`config.mk`:
```
export PLATFORM = sky130hd
export DESIGN_NAME = puf_ecc_sequencer_flat
export DESIGN_NICKNAME = d
export VERILOG_FILES = /design/src/rtl/puf_ecc_pkg.sv /design/src/rtl/puf_ecc_sequencer_if.sv /design/src/rtl/puf_cw_pack.sv /design/src/rtl/puf_ecc_sequencer.sv /design/src/flat_wrapper.sv
export SDC_FILE = /design/constraint.sdc
export NUM_CORES = 1
export LEC_CHECK = 0
export CORE_MARGIN = 8
export CORE_UTILIZATION = 40
export CTS_CLUSTER_DIAMETER = 40
export CTS_CLUSTER_SIZE = 10
export DETAILED_ROUTE_END_ITERATION = 6
export GPL_TIMING_DRIVEN = 1
export HOLD_SLACK_MARGIN = 0.05
export PLACE_DENSITY = 0.75
export SKIP_LAST_GASP = 1
export SLEW_MARGIN = 0
export SYNTH_ARGS = -nofsm -noshare
export SYNTH_HDL_FRONTEND = slang
export SYNTH_SLANG_ARGS = --single-unit
```
`constraint.sdc`:
```
create_clock -name clk -period 2.1 [get_ports clk]
set_input_delay 0.21 -clock clk [delete_from_list [all_inputs] [get_ports clk]]
set_output_delay 0.21 -clock clk [all_outputs]
set_load 0.01 [all_outputs]
```
`src/rtl/puf_ecc_pkg.sv`:
```
// Shared constants, FSM state type and the Hamming(15,11) codeword packing
// used by the PUF ECC sequencer.
package puf_ecc_pkg;
    localparam int K        = 11;
    localparam int P        = 4;
    localparam int CW_W     = 15;
    localparam int N_CHUNKS = 24;
    localparam int IDX_W    = 5;

    localparam logic [IDX_W-1:0] LAST_IDX = IDX_W'(N_CHUNKS - 1);

    typedef enum logic [1:0] {
        IDLE,
        RUN,
        DRAIN,
        DONE
    } state_t;

    // Parity bits sit at Hamming positions 1,2,4,8 (cw indices 0,1,3,7).
    function automatic logic [0:CW_W-1] pack_cw(input logic [0:K-1] d, input logic [0:P-1] p);
        logic [0:CW_W-1] cw;
        cw = {p[0], p[1], d[0], p[2], d[1:3], p[3], d[4:10]};
        return cw;
    endfunction
endpackage

```
`src/rtl/puf_ecc_sequencer_if.sv`:
```
// Host-side handshake and data bus of the PUF ECC sequencer.
interface puf_ecc_sequencer_if;
    import puf_ecc_pkg::*;

    logic                  i_start;
    logic [0:N_CHUNKS*K-1] i_Data;
    logic [0:N_CHUNKS*P-1] i_helper;
    logic                  o_busy;
    logic                  o_done;
    logic [0:N_CHUNKS*K-1] o_Data;

    modport master (
        output i_start, i_Data, i_helper,
        input  o_busy, o_done, o_Data
    );

    modport slave (
        input  i_start, i_Data, i_helper,
        output o_busy, o_done, o_Data
    );
endinterface

```
`src/rtl/puf_cw_pack.sv`:
```
// Selects chunk idx of the snapshot (data + helper parity) and packs it
// into a Hamming(15,11) codeword.
module puf_cw_pack
    import puf_ecc_pkg::*;
(
    input  logic [0:N_CHUNKS*K-1] data,
    input  logic [0:N_CHUNKS*P-1] helper,
    input  logic [IDX_W-1:0]      idx,
    output logic [0:CW_W-1]       cw
);
    logic [0:K-1] d_chunk [N_CHUNKS];
    logic [0:P-1] p_chunk [N_CHUNKS];

    for (genvar g = 0; g < N_CHUNKS; g++) begin : g_split
        assign d_chunk[g] = data[g*K +: K];
        assign p_chunk[g] = helper[g*P +: P];
    end

    always_comb begin
        cw = pack_cw(d_chunk[idx], p_chunk[idx]);
    end
endmodule

```
`src/rtl/puf_ecc_sequencer.sv`:
```
// Streams all PUF response chunks through one external Hamming(15,11) core
// and assembles the corrected response. Optional error statistics: PUF_ECC_ERRSTAT_EN.
module puf_ecc_sequencer
    import puf_ecc_pkg::*;
(
    input  logic                clk,
    input  logic                reset,
    input  logic                enable,
    puf_ecc_sequencer_if.slave  bus,
    output logic [0:CW_W-1]     o_core_cw,
    input  logic [0:K-1]        i_core_data
`ifdef PUF_ECC_ERRSTAT_EN
    ,
    input  logic [0:P-1]        i_core_syn,
    output logic [4:0]          o_err_cnt,
    output logic [0:N_CHUNKS-1] o_err_map
`endif
);
    state_t                state;
    state_t                next_state;
    logic [0:N_CHUNKS*K-1] snap_data;
    logic [0:N_CHUNKS*P-1] snap_helper;
    logic [IDX_W-1:0]      idx;
    logic [IDX_W-1:0]      idx_d;
    logic                  vld;
    logic [0:CW_W-1]       cw;
    logic [0:K-1]          result [N_CHUNKS];

    puf_cw_pack u_cw_pack (
        .data   (snap_data),
        .helper (snap_helper),
        .idx    (idx),
        .cw     (cw)
    );

    always_ff @(posedge clk) begin
        if (reset) begin
            state <= IDLE;
        end else if (enable) begin
            state <= next_state;
        end
    end

    always_comb begin
        next_state = state;
        case (state)
            IDLE:    if (bus.i_start) next_state = RUN;
            RUN:     if (idx == LAST_IDX) next_state = DRAIN;
            DRAIN:   next_state = DONE;
            DONE:    next_state = IDLE;
            default: next_state = IDLE;
        endcase
    end

    always_comb begin
        bus.o_busy = (state != IDLE);
        bus.o_done = (state == DONE);
    end

    // The core answers combinationally on the registered codeword, so each
    // capture lands one cycle after its issue, at the previous idx.
    always_ff @(posedge clk) begin
        if (reset) begin
            snap_data   <= '0;
            snap_helper <= '0;
            idx         <= '0;
            idx_d       <= '0;
            vld         <= 1'b0;
            o_core_cw   <= '0;
            for (int k = 0; k < N_CHUNKS; k++) result[k] <= '0;
        end else if (enable) begin
            case (state)
                IDLE: begin
                    if (bus.i_start) begin
                        snap_data   <= bus.i_Data;
                        snap_helper <= bus.i_helper;
                        idx         <= '0;
                    end
                end
                RUN: begin
                    o_core_cw <= cw;
                    vld       <= 1'b1;
                    idx_d     <= idx;
                    if (idx != LAST_IDX) idx <= idx + IDX_W'(1);
                end
                DRAIN: vld <= 1'b0;
                default: ;
            endcase
            if (vld) result[idx_d] <= i_core_data;
        end
    end

    for (genvar g = 0; g < N_CHUNKS; g++) begin : g_out
        assign bus.o_Data[g*K +: K] = result[g];
    end

`ifdef PUF_ECC_ERRSTAT_EN
    always_ff @(posedge clk) begin
        if (reset) begin
            o_err_cnt <= '0;
            o_err_map <= '0;
        end else if (enable) begin
            if (state == IDLE && bus.i_start) begin
                o_err_cnt <= '0;
                o_err_map <= '0;
            end else if (vld && (|i_core_syn)) begin
                o_err_cnt        <= o_err_cnt + 5'd1;
                o_err_map[idx_d] <= 1'b1;
            end
        end
    end
`endif
endmodule

```
`src/flat_wrapper.sv`:
```
// flat-port wrapper written by rule: the top's interface ports become plain ports
module puf_ecc_sequencer_flat import puf_ecc_pkg::*;
  (clk, reset, enable, o_core_cw, i_core_data, bus_i_start, bus_i_Data, bus_i_helper, bus_o_busy, bus_o_done, bus_o_Data);
  puf_ecc_sequencer_if bus_i ();
  input  logic clk;
  input  logic reset;
  input  logic enable;
  output logic [0:CW_W-1] o_core_cw;
  input  logic [0:K-1] i_core_data;
  input wire logic [$bits(bus_i.i_start)-1:0] bus_i_start;
  input wire logic [$bits(bus_i.i_Data)-1:0] bus_i_Data;
  input wire logic [$bits(bus_i.i_helper)-1:0] bus_i_helper;
  output wire logic [$bits(bus_i.o_busy)-1:0] bus_o_busy;
  output wire logic [$bits(bus_i.o_done)-1:0] bus_o_done;
  output wire logic [$bits(bus_i.o_Data)-1:0] bus_o_Data;
  assign bus_i.i_start = bus_i_start;
  assign bus_i.i_Data = bus_i_Data;
  assign bus_i.i_helper = bus_i_helper;
  assign bus_o_busy = bus_i.o_busy;
  assign bus_o_done = bus_i.o_done;
  assign bus_o_Data = bus_i.o_Data;
  puf_ecc_sequencer u_core (.clk(clk), .reset(reset), .enable(enable), .bus(bus_i), .o_core_cw(o_core_cw), .i_core_data(i_core_data));
endmodule
```
After elaboration in Yosys (flattened, before gate mapping)
Memory sizes are Yosys's and may differ from the RTL's. Index checks and enable logic that the tools add are counted.

Bits in writable memories: 264. Memories: 1. Output and inout bits: 281. Register bits: 388. Input bits: 375. Word-level logic and storage cells: 51.

Bitwise logic cells: 1. $add $sub $neg: 1. $lt $le $gt $ge: 1. Muxes and demuxes: 22. Equal/unequal tests: 8. Reduce and logical (&&, ||, !) cells: 10.

Memory list: u_core.result (words 24, bits a word 11, read ports 24, clocked after Yosys merged registers in 0, write ports 24, RTL line puf_ecc_sequencer.sv:27) `logic [0:K-1] result [N_CHUNKS];`.

Operators with widths (number): 11-bit binary-select mux with 5-bit select (1); 11-bit two-way mux (3); 4-bit binary-select mux with 5-bit select (1); 5-bit two-way mux (3); 11-bit OR reduction (1); 5-bit case mux with 2 select lines (1); 4-bit two-way mux (2); 2-bit case mux with 4 select lines (1); 1-bit two-way mux (7); 6-bit >= comparator (second input constant) (1); 5-bit NOT with 6-bit output (1); 3-bit AND reduction (2); 2-bit nonzero test (3); 5-bit by 1-bit adder with 5-bit output (second input constant) (1); 5-bit == test (second input constant) (1); 5-bit != test (second input constant) (1); 2-bit == test (second input constant) (2); 2-bit two-way mux (2); 2-bit by 1-bit != test with 1-bit output (second input constant) (2); 2-bit AND reduction (2); 4-bit AND reduction (1); 2-bit by 1-bit == test with 1-bit output (second input constant) (1); 2-bit logical NOT (1); 2-bit != test (second input constant) (1); 1-bit case mux with 2 select lines (1).

Depth between registers and ports, before layout
Gate-level depths: netlist of the first run.

Word-level depth: 6. Gate-level depth with buffers: 8. Gate-level depth less buffers: 6.

By module
From an unflattened synthesis of the first run, not the netlist that was laid out.

Cell total of the unflattened synthesis: 2726. Area, all modules: 26207.6 µm².

By module, submodules not included: puf_ecc_sequencer (area each 23080.9 µm², instances 1, cells each 2383, sequential area each 15695.1 µm²); puf_cw_pack (area each 3126.7 µm², instances 1, cells each 343, sequential area each 0.0 µm²).

Least setup slack after synthesis of the first run
OpenSTA, ideal clock, no wires.

Path kind: register -> register. From: register u_core.idx[0]. To: register u_core.o_core_cw[1] in the netlist's numbering. Setup time: 0.133 ns. Data required time: 1.967 ns. Slack: 0.375 ns. Period minus slack after synthesis: 1.725 ns. Data arrival time: 1.592 ns. Path buffers: 2. Stages on the path, launching flop included: 6. Cell sequence: dfxtp_1 -> buf_6 -> buf_4 -> mux4_4 -> a22oi_1 -> a311oi_1.

Longest elaborated chain between the ends: 4.

RTL lines: start, declared (RTL line puf_ecc_sequencer.sv:23) `logic [IDX_W-1:0] idx;`; start signal, assigned (RTL line puf_ecc_sequencer.sv:84) `if (idx != LAST_IDX) idx <= idx + IDX_W'(1);`; 5-bit NOT with 6-bit output (not written as such) (RTL line puf_cw_pack.sv:20) `cw = pack_cw(d_chunk[idx], p_chunk[idx]);`; 4-bit binary-select mux with 5-bit select (RTL line puf_cw_pack.sv:20); 4-bit two-way mux (not written as such) (2 in a row) (RTL line puf_cw_pack.sv:20); end signal, assigned (RTL line puf_ecc_sequencer.sv:81) `o_core_cw <= cw;`; end, declared (RTL line puf_ecc_sequencer.sv:10) `output logic [0:CW_W-1] o_core_cw,`.

Every way passes these cells. The select of a mux whose other input is x is not followed. A chain may end at the register's enable or synchronous reset.

Worst setup path in the final report of the first run
From: register u_core.state[0]. To: output port bus_o_done.

Longest elaborated chain between the ends: 1.

RTL lines: start, declared (RTL line puf_ecc_sequencer.sv:19) `state_t state;`; start signal, assigned (RTL line puf_ecc_sequencer.sv:40) `state <= next_state;`; 2-bit == test (RTL line puf_ecc_sequencer.sv:57) `bus.o_done = (state == DONE);`; end, declared (RTL line flat_wrapper.sv:14) `output wire logic [$bits(bus_i.o_done)-1:0] bus_o_done;`.

Every way passes these cells.

==> metrics.yaml, run 1 <==
placement:
  portBuffers: 655
  dp_hpwl_um: 66970
  place.gp.congestion: 0.9039
grt:
  grt_use_total_pct: 23.22
  gr-total-overflow: 0
  antenna_found_initial: 13
  grt_max_degree: 113
  grt_pass1_wl_um: 132800
  first_global_vias: 21600
logic_synthesis:
  async_reset_ff_share_pct: 0
  avgSynthCellArea_um2: 10.25
  synth_top_cell_area_share_pct: 29.87
  syn_nets: 2970
  synthCells: 2590
  synthFlopType: "dfxtp_1"
  synth.largest_area_cell: "edfxtp_1"
  synth_edf_count: 264
  synthTopCellsByArea: "edfxtp_1, dfxtp_1, nand2_1"
  ys_seq_area_share_pct: 59.13
  synth_area_um2: 26540
  yosysWarnings: 0
  ys_types: 53
  ys_ff_latch: 652
worst_setup_path:
  slowest_stage: "clkdlybuf4s50_1"
  crit_chain: "ha_2 -> clkdlybuf4s50_1"
  crit_family: "buffers and inverters"
  critPathArrivalTime_ps: 1800
  worst-setup-path-type: "reg -> out"
  required_ps: 1890
  cp_max_fo: 4
  critPathMaxStageDelay_ps: 550
  start_kind: "flip-flop"
  r2r_start: "u_core.idx[0]"
  crit_buf_inv: 1
  cp-startpoint: "u_core.state[0]"
  worstSetupEndpointType: "output port"
floorplanning:
  dieHeight_um: 273.6
  die_w_um: 273.6
  start_util_pct: 40.37
  die_area_um2: 74860
  num_rows: 94
  num_io_pins: 656
  core-area_um2: 65750
outcome:
  status: "finished, final reports clean"
cells_and_area:
  post-route-util_pct: 57.18
  nets: 3638
  layout_common_cells: "nand2_1, clkdlybuf4s50_1, dfxtp_1"
  area_delta_synth_final_pct: 41.63
  drive_gt1_share_pct: 10.81
  final_common_cell: "nand2_1"
clocking:
  h-tree-depth: 3
  cts_tree: "built"
  clock_sinks: 652
  clock_latency_ps: 630
  root_buffer: "clkbuf_16"
  numCtsBuffers: 94
  clk_path_buf_depth: 3
  clk_pin_slew_worst_paths_ps: 60
pwr:
  cellLeakagePower_nw: 13.57
  powerDensity_nw_per_um2: 876.3
  vdd_drop_max_uv: 610.1
sta:
  fmax_ghz: 0.4983
  grt_setup_unrepaired: "false"
  hold_ws_ps: 129.3
  worstMarginPinSlew_ps: 750.3
  hold_viol: 0
  period_share_pct: 95.56
  slew_viol_final: 0
  finalSetupViolCount: 0
  relSlewSlack_pct: 49.80
  fin_skew_ps: 19.27
  layout_min_cycle_time_ps: 2007
route:
  wl_um: 91870
  viasPerCell: 5.198
  drt-wirelength-per-cell_um: 21.85
  dr.pass1.iters: 5
  drt.antenna.violating_nets: 0
  drc: 0
  dr_total_vias: 21860
  drtIter0Drc: 1947
worst_hold_path:
  min_from: "bus_i_Data[115]"
  hold_path_class: "in -> reg"
job:
  drv_cap: 0
layer usage:
metal	vias up	wire [um]	GRT usage [%]
met2	968	46270	40.89
met3	173	7947	5.782
met5	-	36	0
met1	10550	34420	26.78
li1	10160	-	-
met4	6	3198	9.437
stage by stage:
step / instance area, um^2 / TNS, ps / setup slack, ps / total power (W) / std cells
6_report: 37590 / 0 / 93.26 / 0.03294 / 4205
5_1_grt: 37590 / 0 / 7.698 / 0.03403 / 4205
4_1_cts: 37500 / 0 / 1.354 / 0.03310 / 4192
3_5_place_dp: 34420 / -367.5 / -86.52 / 0.01800 / 4023
3_3_place_gp: 34420 / -360.2 / -71.29 / 0.01795 / 4023
2_1_floorplan: 26540 / 0 / 375.3 / 0.01596 / 2590
synth_stat cells (all sizes together) (2+ instances only):
cell     number
nor2b         6
a311oi        3
nand3b        2
and2        267
a2111oi       2
a21o          7
and3b         2
mux4         60
edfxtp      264
o21ai         2
nor3b         2
dfxtp       388
clkbuf      136
a221oi        8
inv           9
nor2         46
nand2b        2
a21oi       376
a22o          2
a211oi        8
a31oi        12
o21bai        6
a22oi        43
mux2i        61
nand3        12
ha            5
nand4         2
or2          25
buf          72
nand2       747
report_power, final:
part | total, W | internal [W] | switching (W) | leakage [nW]
Clock | 0.0151 | 0.00933 | 0.00582 | 1.49
Combinational | 0.00371 | 0.00186 | 0.00185 | 6.27
Sequential | 0.0141 | 0.0138 | 0.000304 | 5.82
logic make-up after synthesis:
group	synth area share, %
adder cells (fa/ha/maj)	0.2357
buffers and inverters	4.068
flip-flops	59.13
multiplexers	7.636
AO/OA/AOI/OAI	9.909
XOR/XNOR	0.03300
AND/OR/NAND/NOR	18.99
tightest hold or removal path: cells and delay by family:
| kind | cells | cell delay (ps) |
|---|---|---|
| compound gates | 1 | 50 |
| simple gates | 1 | 60 |
| buf+inv | 1 | 390 |
final cells by class:
class | count | area, um^2
Antenna cell | 10 | 25.02
Clock buffer | 130 | 2673
Clock inverter | 39 | 391.6
Fill cell | 5570 | 28150
Inverter | 9 | 33.78
Multi-Input combinational cell | 1719 | 9811
Sequential cell | 652 | 15700
Tap cell | 864 | 1081
Timing Repair Buffer | 782 | 7874
worst paths after layout:
kind | endpoint | slack [ps] | depth (start not counted)
max | bus_o_done | 90 | 2
min | u_core.snap_data[148] | 130 | 3
max reg2reg | u_core.o_core_cw[9] | 100 | 5
min reg2reg | u_core.snap_data[161] | 450 | 2
registers in the layout, indices dropped and copies added, names as in the netlist:
name	count
u_core.idx	5
u_core.idx_d	5
u_core.o_core_cw	15
u_core.result	264
u_core.snap_data	264
u_core.snap_helper	96
u_core.state	2
u_core.vld	1
timing repair:
action,in CTS,in global routing
resized for setup,4,5
gates cloned,0,1
hold buffers,0,0
buffers inserted,0,2
endpoints found under the setup margin,4,5
No activity file was read; power rests on OpenSTA's default activity.
==> inputs of run 2 (changes only) <==
--- a/config.mk
+++ b/config.mk
@@ -6,15 +6,16 @@
 export NUM_CORES = 1
 export LEC_CHECK = 0
 export CORE_MARGIN = 8
-export CORE_UTILIZATION = 40
+export CORE_UTILIZATION = 30
 export CTS_CLUSTER_DIAMETER = 40
 export CTS_CLUSTER_SIZE = 10
 export DETAILED_ROUTE_END_ITERATION = 6
 export GPL_TIMING_DRIVEN = 1
 export HOLD_SLACK_MARGIN = 0.05
-export PLACE_DENSITY = 0.75
+export PLACE_DENSITY = 0.61
 export SKIP_LAST_GASP = 1
 export SLEW_MARGIN = 0
 export SYNTH_ARGS = -nofsm -noshare
 export SYNTH_HDL_FRONTEND = slang
 export SYNTH_SLANG_ARGS = --single-unit
+export TNS_END_PERCENT = 5
==> run 2 against run 1 <==
  * The run now ends with negative setup slack left
  * Sequential share of layout area fell by 1.2 points
  * Critical path type is now reg -> reg
  * Final area rose by 2.9%
  * Maximum frequency fell by 4.6%
  * Largest cell class unchanged
==> metrics.yaml, run 2 (synthesis gave the netlist of run 1 again) <==
outcome:
  status: "finished, violations left"
  violations: "negative setup slack"
pwr:
  netSwitchingFraction_pct: 24.21  # about the same
  pwr-share-seq_pct: 40.2  # -2.6 points
  vdd_drop_max_uv: 616.0  # +0.96%
  powerDensity_nw_per_um2: 907.1  # +3.5%
  total_power_w: 0.03510  # +6.5%
  p_sw_w: 0.008498  # +6.5%
  intPower_w: 0.02660  # +6.5%
  power_frac_comb_pct: 10.9  # -0.4 points
  cellLeakagePower_nw: 13.94  # +2.7%
  clkPwrFrac_pct: 48.9  # +2.9 points
placement:
  dp_hpwl_um: 76780  # +15%
  place.gp.congestion: 0.8301  # -8.2%
  portBuffers: 655  # unchanged
  place_inst: 4349  # +8.1%
sta:
  setup_ws_ps: -2.596  # -95.85 ps
  slew_viol_final: 0  # unchanged
  relSlewSlack_pct: 48.40  # -1.4 points
  worstMarginPinSlew_ps: 774.0  # +23.72 ps
  layout_min_cycle_time_ps: 2103  # +95.85 ps
  hold_ws_ps: 109.4  # -19.94 ps
  finalSetupViolCount: 1  # +1
  tns_ps: -2.596  # -2.596 ps
  hold_viol: 0  # unchanged
  fmax_ghz: 0.4756  # -4.6%
  fin_skew_ps: 26.31  # +7.040 ps
  period_share_pct: 100.1  # +4.6 points
  grt_setup_unrepaired: "true"
worst_setup_path:
  crit_path_frequent_cell: "buf_4"
  crit_chain: "buf_4 -> buf_4 -> ha_1 -> nand4b_1 -> o2111ai_2 -> buf_4 -> or4_1 -> a21oi_1"
  slowest_stage: "or4_1"
  worstSetupEndpointType: "flip-flop"
  start_kind: "flip-flop"
  rrSetupSlack_ps: -3  # -100 ps
  crit_buf_inv: 3  # +2
  critPathMaxStageDelay_ps: 400  # -150 ps
  required_ps: 2660  # +770 ps
  worst-setup-path-type: "reg -> reg"
  cp_max_fo: 5  # +1
  critPathArrivalTime_ps: 2660  # +860 ps
  crit_family: "simple AND/OR/NAND/NOR gates"
clocking:
  clock_latency_ps: 640  # about the same
  cts_tree: "built"
  ctsHoldBuffers: 0  # unchanged
  numCtsBuffers: 102  # +8.5%
  clock_sinks: 652  # unchanged
  root_buffer: "clkbuf_16"
  h-tree-depth: 3  # unchanged
  clk_pin_slew_worst_paths_ps: 50  # about the same
  clk_path_buf_depth: 3  # unchanged
route:
  dr_total_vias: 21640  # -1.0%
  drtIter0Drc: 1742  # -11%
  wl_um: 102700  # +12%
  drt.antenna.violating_nets: 0  # unchanged
  drt-wirelength-per-cell_um: 22.55  # +3.2%
  viasPerCell: 4.751  # -8.6%
  dr.pass1.iters: 5  # unchanged
  drc: 0  # unchanged
floorplanning:
  num_rows: 109  # +16%
  die_w_um: 313.5  # +15%
  die_area_um2: 98250  # +31%
  num_io_pins: 656  # unchanged
  core-area_um2: 88100  # +34%
  start_util_pct: 30.13  # -10 points
  dieHeight_um: 313.5  # +15%
grt:
  gr-total-overflow: 0  # unchanged
  antenna_found_initial: 22  # +9
  grt_max_degree: 149  # +32%
  first_global_vias: 21640  # +0.19%
  grt_pass1_wl_um: 147600  # +11%
  grt_use_total_pct: 19.99  # -3.2 points
cells_and_area:
  fillers: 8436  # +51%
  top_regs: "u_core.result x264, u_core.snap_data x264, u_core.snap_helper x96"
  area_delta_synth_final_pct: 45.76
  fin_cells: 4555  # +8.3%
  drive_gt1_share_pct: 12.17  # +1.4 points
  layout_common_cells: "nand2_1, clkdlybuf4s50_1, dfxtp_1"
  final_common_cell: "nand2_1"
  nets: 3671  # +0.91%
worst_hold_path:
  hold_path_class: "in -> reg"
job:
  drv_cap: 0  # unchanged
-- run 2: cell types whose count changed in the layout (fill, tap and decap cells not counted), moves of 2 or more --
cell | before | now
clkbuf_1 | 22 | 16
diode_2 | 10 | 12
nor2_2 | 3 | 1
clkinvlp_4 | 5 | 9
a221oi_2 | 3 | 1
buf_12 | 27 | 31
bufinv_16 | 3 | 10
clkinv_2 | 11 | 17
inv_6 | 6 | 9
clkbuf_16 | 99 | 106
nor2_4 | 0 | 2
buf_4 | 98 | 121
-- run 2: per-layer routing --
| layer | share of wire [%] | track usage, % | routed length [um] | up-vias |
|---|---|---|---|---|
| met4 | 2.4 | 6.294 | 2492 | 10 |
| li1 | - | - | - | 10250 |
| met1 | 40 | 23.93 | 41230 | 10420 |
| met2 | 50 | 34.66 | 50920 | 816 |
| met5 | 0.055 | 0 | 57 | - |
| met3 | 7.8 | 5.614 | 8034 | 148 |
-- run 2: repair_timing --
item | 4_1_cts | 5_1_grt
gates resized for setup | 6 | 5
pin swaps | 1 | 0
setup endpoints to repair | 8 | 15
cloned | 0 | 0
buffers inserted | 3 | 0
-- run 2: cell type report --
class	instances	area, um^2	area share, %
flip-flops and latches	652	15700	40.59
multi-input cells	1719	9838	25.43
repair buffers	807	8085	20.90
clock buffers	133	2864	7.403
well taps	1165	1458	3.768
clock inverters	58	676.9	1.750
inverters	9	33.78	0.08732
diodes	12	30.03	0.07761
-- run 2: worst paths after layout --
kind | startpoint | end | cells after the start
worst max-delay path | u_core.idx[0] | u_core.idx[4] | 8
worst min-delay path | bus_i_Data[94] | u_core.snap_data[169] | 3
worst max register to register | u_core.idx[0] | u_core.idx[4] | 8
worst min register to register | u_core.snap_data[157] | u_core.snap_data[157] | 2
-- run 2: tightest hold or removal path: stages --
cell and delay (ps):
clkdlybuf4s50_1 390, nand2_1 50, a21oi_1 50
-- run 2: stage by stage --
step / instance area (um^2) / setup WS, ps / util, %
6_report: 38690 / -2.596 / 43.91
4_1_cts: 38650 / -57.89 / 43.87
3_3_place_gp: 35030 / -454.3 / 39.76
3_5_place_dp: 35030 / -417.3 / 39.76
2_1_floorplan: 26540 / 375.3 / -
5_1_grt: 38680 / -72.64 / 43.91
-- run 2: power by group through the flow --
stage / Clock (W) / Combinational [W] / Sequential [W]
global route: 0.0180 / 0.00411 / 0.0142
floorplan: 0 / 0.00160 / 0.0144
global placement: 0 / 0.00380 / 0.0144
CTS: 0.0175 / 0.00387 / 0.0141
detailed placement: 0 / 0.00381 / 0.0144
finish: 0.0172 / 0.00382 / 0.0141
